==> config.mk <==
export PLATFORM = sky130hd
export DESIGN_NAME = br_resolve_unit
export DESIGN_NICKNAME = d
export VERILOG_FILES = /design/src/rtl/br_resolve_unit.sv
export SDC_FILE = /design/constraint.sdc
export NUM_CORES = 1
export LEC_CHECK = 0
export CORE_ASPECT_RATIO = 0.7
export CORE_UTILIZATION = 28
export CTS_CLUSTER_DIAMETER = 80
export DETAILED_ROUTE_END_ITERATION = 16
export PLACE_DENSITY = 0.65
export SLEW_MARGIN = 10
export SYNTH_ARGS = -nofsm -noshare
export SYNTH_HDL_FRONTEND = slang
export SYNTH_SLANG_ARGS = --single-unit
==> constraint.sdc <==
create_clock -name clk -period 2.37 [get_ports clk]
set_input_delay 0.237 -clock clk [delete_from_list [all_inputs] [get_ports clk]]
set_output_delay 0.237 -clock clk [all_outputs]
set_load 0.01 [all_outputs]
==> src/rtl/br_resolve_unit.sv <==
// rtl/br_resolve_unit.sv - ID-stage branch resolver with PC-indexed 2-bit predictor table
//
// Resolves beq/bne/blez/bgtz/bltz/bgez on forwarded operands and compares the
// outcome against a table of 2-bit saturating counters indexed by pc[IDX+1:2].
// Optional statistics counters are enabled by defining BR_STATS_EN.
//
// Ports:
//   clk           system clock, rising edge
//   reset         asynchronous active-high reset
//   instr         ID-stage instruction word
//   pc            ID-stage PC
//   valid         ID stage holds a real instruction
//   stall         ID stage frozen; suppresses table update and mispredict_q
//   rdata1/2      forwarded rs/rt values
//   is_branch     instr is a supported conditional branch
//   br_taken      resolved branch outcome (combinational)
//   pred_taken    table prediction for pc (combinational)
//   mispredict    valid & is_branch & (br_taken != pred_taken)
//   mispredict_q  registered mispredict, one pulse per resolved branch
//   br_count      (BR_STATS_EN) table-update events, saturating
//   mis_count     (BR_STATS_EN) mispredicted update events, saturating

module br_resolve_unit #(
    parameter int WIDTH     = 32,
    parameter int BHT_DEPTH = 16,
    parameter int CNT_W     = 16
) (
    input  logic             clk,
    input  logic             reset,
    input  logic [31:0]      instr,
    input  logic [31:0]      pc,
    input  logic             valid,
    input  logic             stall,
    input  logic [WIDTH-1:0] rdata1,
    input  logic [WIDTH-1:0] rdata2,
    output logic             is_branch,
    output logic             br_taken,
    output logic             pred_taken,
    output logic             mispredict,
    output logic             mispredict_q
`ifdef BR_STATS_EN
    ,
    output logic [CNT_W-1:0] br_count,
    output logic [CNT_W-1:0] mis_count
`endif
);

    localparam int IDX = $clog2(BHT_DEPTH);

    localparam logic [5:0] OP_REGIMM = 6'b000001;
    localparam logic [5:0] OP_BEQ    = 6'b000100;
    localparam logic [5:0] OP_BNE    = 6'b000101;
    localparam logic [5:0] OP_BLEZ   = 6'b000110;
    localparam logic [5:0] OP_BGTZ   = 6'b000111;

    logic [5:0]     opcode;
    logic [4:0]     rt_field;
    logic           r1_zero;
    logic           r1_neg;
    logic           r_eq;
    logic [IDX-1:0] idx;
    logic [1:0]     bht [BHT_DEPTH];
    logic [1:0]     cur_cnt;
    logic [1:0]     nxt_cnt;
    logic           upd;

    // Fields of instr/pc that play no part in resolution or indexing.
    logic unused_bits;
    assign unused_bits = ^{instr[25:21], instr[15:0], pc[31:IDX+2], pc[1:0]};

    assign opcode   = instr[31:26];
    assign rt_field = instr[20:16];
    assign r1_zero  = (rdata1 == '0);
    assign r1_neg   = rdata1[WIDTH-1];
    assign r_eq     = (rdata1 == rdata2);

    always_comb begin
        is_branch = 1'b0;
        br_taken  = 1'b0;
        case (opcode)
            OP_BEQ: begin
                is_branch = 1'b1;
                br_taken  = r_eq;
            end
            OP_BNE: begin
                is_branch = 1'b1;
                br_taken  = !r_eq;
            end
            OP_BLEZ: begin
                is_branch = 1'b1;
                br_taken  = r1_neg | r1_zero;
            end
            OP_BGTZ: begin
                is_branch = 1'b1;
                br_taken  = !r1_neg & !r1_zero;
            end
            OP_REGIMM: begin
                // Only bltz (rt=0) and bgez (rt=1) are handled; other REGIMM
                // encodings (e.g. bltzal) are treated as non-branches.
                if (rt_field == 5'b00000) begin
                    is_branch = 1'b1;
                    br_taken  = r1_neg;
                end else if (rt_field == 5'b00001) begin
                    is_branch = 1'b1;
                    br_taken  = !r1_neg;
                end
            end
            default: ;
        endcase
    end

    assign idx        = pc[IDX+1:2];
    assign cur_cnt    = bht[idx];
    assign pred_taken = is_branch & cur_cnt[1];
    assign mispredict = valid & is_branch & (br_taken ^ pred_taken);
    assign upd        = valid & is_branch & !stall;

    always_comb begin
        nxt_cnt = cur_cnt;
        if (br_taken) begin
            if (cur_cnt != 2'b11) nxt_cnt = cur_cnt + 2'd1;
        end else begin
            if (cur_cnt != 2'b00) nxt_cnt = cur_cnt - 2'd1;
        end
    end

    // pred_taken reads the table combinationally, so a same-cycle lookup sees
    // the pre-update counter; the write lands at the edge.
    always_ff @(posedge clk or posedge reset) begin
        if (reset) begin
            for (int i = 0; i < BHT_DEPTH; i++) begin
                bht[i] <= 2'b01;
            end
            mispredict_q <= 1'b0;
        end else begin
            mispredict_q <= mispredict & !stall;
            if (upd) begin
                bht[idx] <= nxt_cnt;
            end
        end
    end

`ifdef BR_STATS_EN
    localparam logic [CNT_W-1:0] CNT_ONE = 1;

    always_ff @(posedge clk or posedge reset) begin
        if (reset) begin
            br_count  <= '0;
            mis_count <= '0;
        end else if (upd) begin
            if (br_count != '1) br_count <= br_count + CNT_ONE;
            if (mispredict && (mis_count != '1)) mis_count <= mis_count + CNT_ONE;
        end
    end
`endif

endmodule
==> summary.md <==
| Metric | Value |
|---|---|
| Post-synth top flop | `dfrtp_1` |
| H-tree depth | `2` |
| Top delay family on crit path | `multiplexers` |
| PortBufs | `87` |
| Final critical-path share of the clock period | `106%` |
| GP Congestion | `between 0.8 and 0.9` |
| Int Power | `between 0.001 and 0.0015 W` |
| Final hold violation count | `0` |
| CTS sink cnt | `33` |
| Initial antenna violation count | `0` |
| HPWL after detailed placement | `6100 um` |
| Post-Syn Area | `about 0.0023 mm2` |
| Max clock buf depth | `2` |
| Clk slew on worst S/H paths | `roughly 0.05 ns` |
| Power Total | `0.00161 W` |
| Final ANT Viol Nets | `0` |
| Pwr Density | `roughly 440 mW/mm2` |
| WP data arrival | `2.28 ns` |
| Async SR Flop Fraction | `100%` |
| Die X | `approximately 110 um` |
| Initial Util | `between 20% and 30%` |
| Fin. max-slew vios | `0` |
| Unrepaired setup endpoints after global routing | `true` |
| Post-synth EDFFs | `0` |
| Crit Path Max Fanout | `2` |
| Startpoint types | `register` |
| Setup TNS | `-0.145 ns` |
| Buf/Inv on CP | `1` |
| Sw Share | `around a quarter` |
| #FFs+latches synth | `33` |
| CP max stage cell | `mux4_2` |
| Vias in the first global route | `~2.3k` |
| Layout Cells excl Fill | `between 400 and 500` |
| Post-layout worst setup margin | `-0.145 ns` |
| Seq/Total Area, Yosys | `37.4%` |
| Status | `complete, but fails checks` |
| ANT cells | `0` |
| # DRC | `0` |
| Worst hold-check path type | `in -> async` |
| Synth cell types | `39` |
| CP Cell Sequence | `mux4_2 -> mux4_2 -> or3_1 -> and4_1 -> buf_2` |
| DR vias | `2250` |
| Pin count of the biggest net entering global routing | `34` |
| Failing checks | `negative setup slack` |
| Avg WL per Cell | `between 15 and 20 um` |
| Clock share of power | `around 39%` |
| Cell repeated most along the worst path | `mux4_2` |
| Grt ovf | `0` |
| CTS tree | `built` |
| Placed Cells incl. Taps | `roughly 450` |
| Row Count | `27` |
| Area Growth Syn to Fin | `63.4%` |
| TritonCTS Buffers | `5` |
| Finished Core Util | `47.2%` |
| Critical path class | `reg -> out` |
| Clock root buffer master | `clkbuf_16` |
| Vias per cell | `between 4 and 5` |
| Final wirelength | `about 7800 um` |
| Clk_lat worst skew | `approximately 0.28 ns` |
| P_sw | `roughly 0.00042 W` |
| Initial DRC Count | `99` |
| Fin crit period | `roughly 2.5 ns` |
| Avg Inst Size Synth | `between 10 and 15 um2` |
| Cells after Synth | `around 220` |
| All-Layer GR Usage | `approximately a fifth` |
| Final setup fails | `1` |
| Layout Skew | `0.00353 ns` |
| Flop pwr share | `a little under two fifths` |
| Worst Tran Pin Value | `0.533 ns` |
| Max incr delay on CP | `about 0.48 ns` |
| Setup crit end kind | `primary output` |
| I/O Pins | `roughly 140` |
| Die ar. | `approximately 0.0084 mm2` |
| Post-Syn Nets | `353` |
| DRT Pass-1 Iters | `5` |
| Chip height | `77.2 um` |
| Share of cells above drive strength 1 | `41.8%` |
| Core Box Area | `0.00784 mm2` |
| First-pass GRT wire length | `roughly 12000 um` |
| Max cap viols | `0` |
| CP Data Required Time | `2.13 ns` |
| Slew HR | `64.3%` |
| P_leak | `approximately 1.6 nW` |
| Fin nets | `490` |
| Achievable frequency | `just under 0.4 GHz` |
| Maximum VDD drop | `0.309 mV` |
| Comb power frac | `between 20% and 30%` |
| Ys Warns | `0` |
==> stage by stage <==
step | hold WS [ns] | setup WS (ns) | instance area, um2
2_1_floorplan | 0.354 | 0.0674 | 2260
3_3_place_gp | 0.487 | -0.837 | 3540
3_5_place_dp | 0.490 | -0.862 | 3540
4_1_cts | 0.363 | -0.198 | 3710
5_1_grt | 0.419 | -0.199 | 3700
6_report | 0.346 | -0.145 | 3700
==> final timing paths <==
path | slack, ns | cells after the start | startpoint | to
setup reg to reg | 0.09 | 7 | bht[23]$_DFFE_PP0P_ | bht[30]$_DFFE_PP1P_
setup / recovery | -0.15 | 5 | bht[23]$_DFFE_PP0P_ | mispredict
max in group asynchronous | 1.68 | 3 | reset | bht[0]$_DFFE_PP1P_
hold reg to reg | 0.50 | 2 | bht[26]$_DFFE_PP1P_ | bht[26]$_DFFE_PP1P_
min in group clk | 0.50 | 2 | bht[26]$_DFFE_PP1P_ | bht[26]$_DFFE_PP1P_
hold / removal | 0.35 | 3 | reset | bht[13]$_DFFE_PP0P_
==> cells in the final DEF, fill, tap and decap left out, types with 9 or more instances in the layout <==
master,n
buf_4,48
nor2_1,44
clkbuf_2,31
a31oi_1,27
xor2_1,26
dfrtp_1,17
clkdlybuf4s50_1,17
dfstp_2,16
dlygate4sd2_1,16
clkdlybuf4s15_1,13
mux4_2,9
nor4_1,9
==> layer usage <==
layer / routed length (um) / global-route usage (%) / part of all wire (%)
met5: 0 / 0 / 0
met4: 233 / 6.53 / 3.0
met3: 474 / 2.38 / 6.1
met2: 3650 / 30.7 / 47
met1: 3440 / 27.6 / 44
==> sequential cells by signal, indices dropped and copies added, names as in the netlist <==
register	cells
bht	32
mispredict_q	1
==> cell usage after synthesis, types with 3 or more instances <==
library cell	n	area, um2
a31oi_1	27	169
a31oi_2	3	37.5
buf_6	4	45.0
dfrtp_1	17	425
dfstp_2	16	420
mux4_1	5	131
mux4_2	5	113
nand2_1	4	15.0
nand3_1	3	15.0
nand4_1	4	25.0
nor2_1	44	165
nor3_1	6	30.0
nor4_1	17	106
xor2_1	33	289
==> final cells by class <==
class | count | area (um2)
Clock buffer | 5 | 125
Clock inverter | 3 | 17.5
Fill cell | 742 | 4140
Inverter | 2 | 7.51
Multi-Input combinational cell | 178 | 1470
Sequential cell | 33 | 846
Tap cell | 101 | 126
Timing Repair Buffer | 138 | 1100
==> cells by family after synthesis <==
family	after synthesis	share of synthesized area, %
xor gates and xnor gates	34	13.2
DFF	33	37.4
and+or+nand+nor	93	20.9
AOI/OAI and AO/OA	41	14.0
buffers and inverters	10	3.71
muxes	10	10.8
==> power groups by stage <==
stage / clock (W) / sequential (W) / combinational, W
after detailed placement: 0 / 0.000624 / 0.000376
after global placement: 0 / 0.000623 / 0.000371
after global routing: 0.000664 / 0.000618 / 0.000399
after floorplan: 0 / 0.000618 / 0.000143
after CTS: 0.000638 / 0.000616 / 0.000360
final: 0.000624 / 0.000616 / 0.000370
==> worst min-delay path, stage by stage <==
cell and delay [ns]:
clkdlybuf4s50_1 0.40, inv_1 0.05, buf_4 0.36
==> timing repair <==
item / in CTS / in global routing
pin swaps: 22 / 31
setup buffers: 5 / 0
hold buffers: 0 / 0
gates cloned: 0 / 0
gates resized for setup: 111 / 90
endpoints found under the setup margin: 36 / 35
Power figures use the tool's default switching activity.
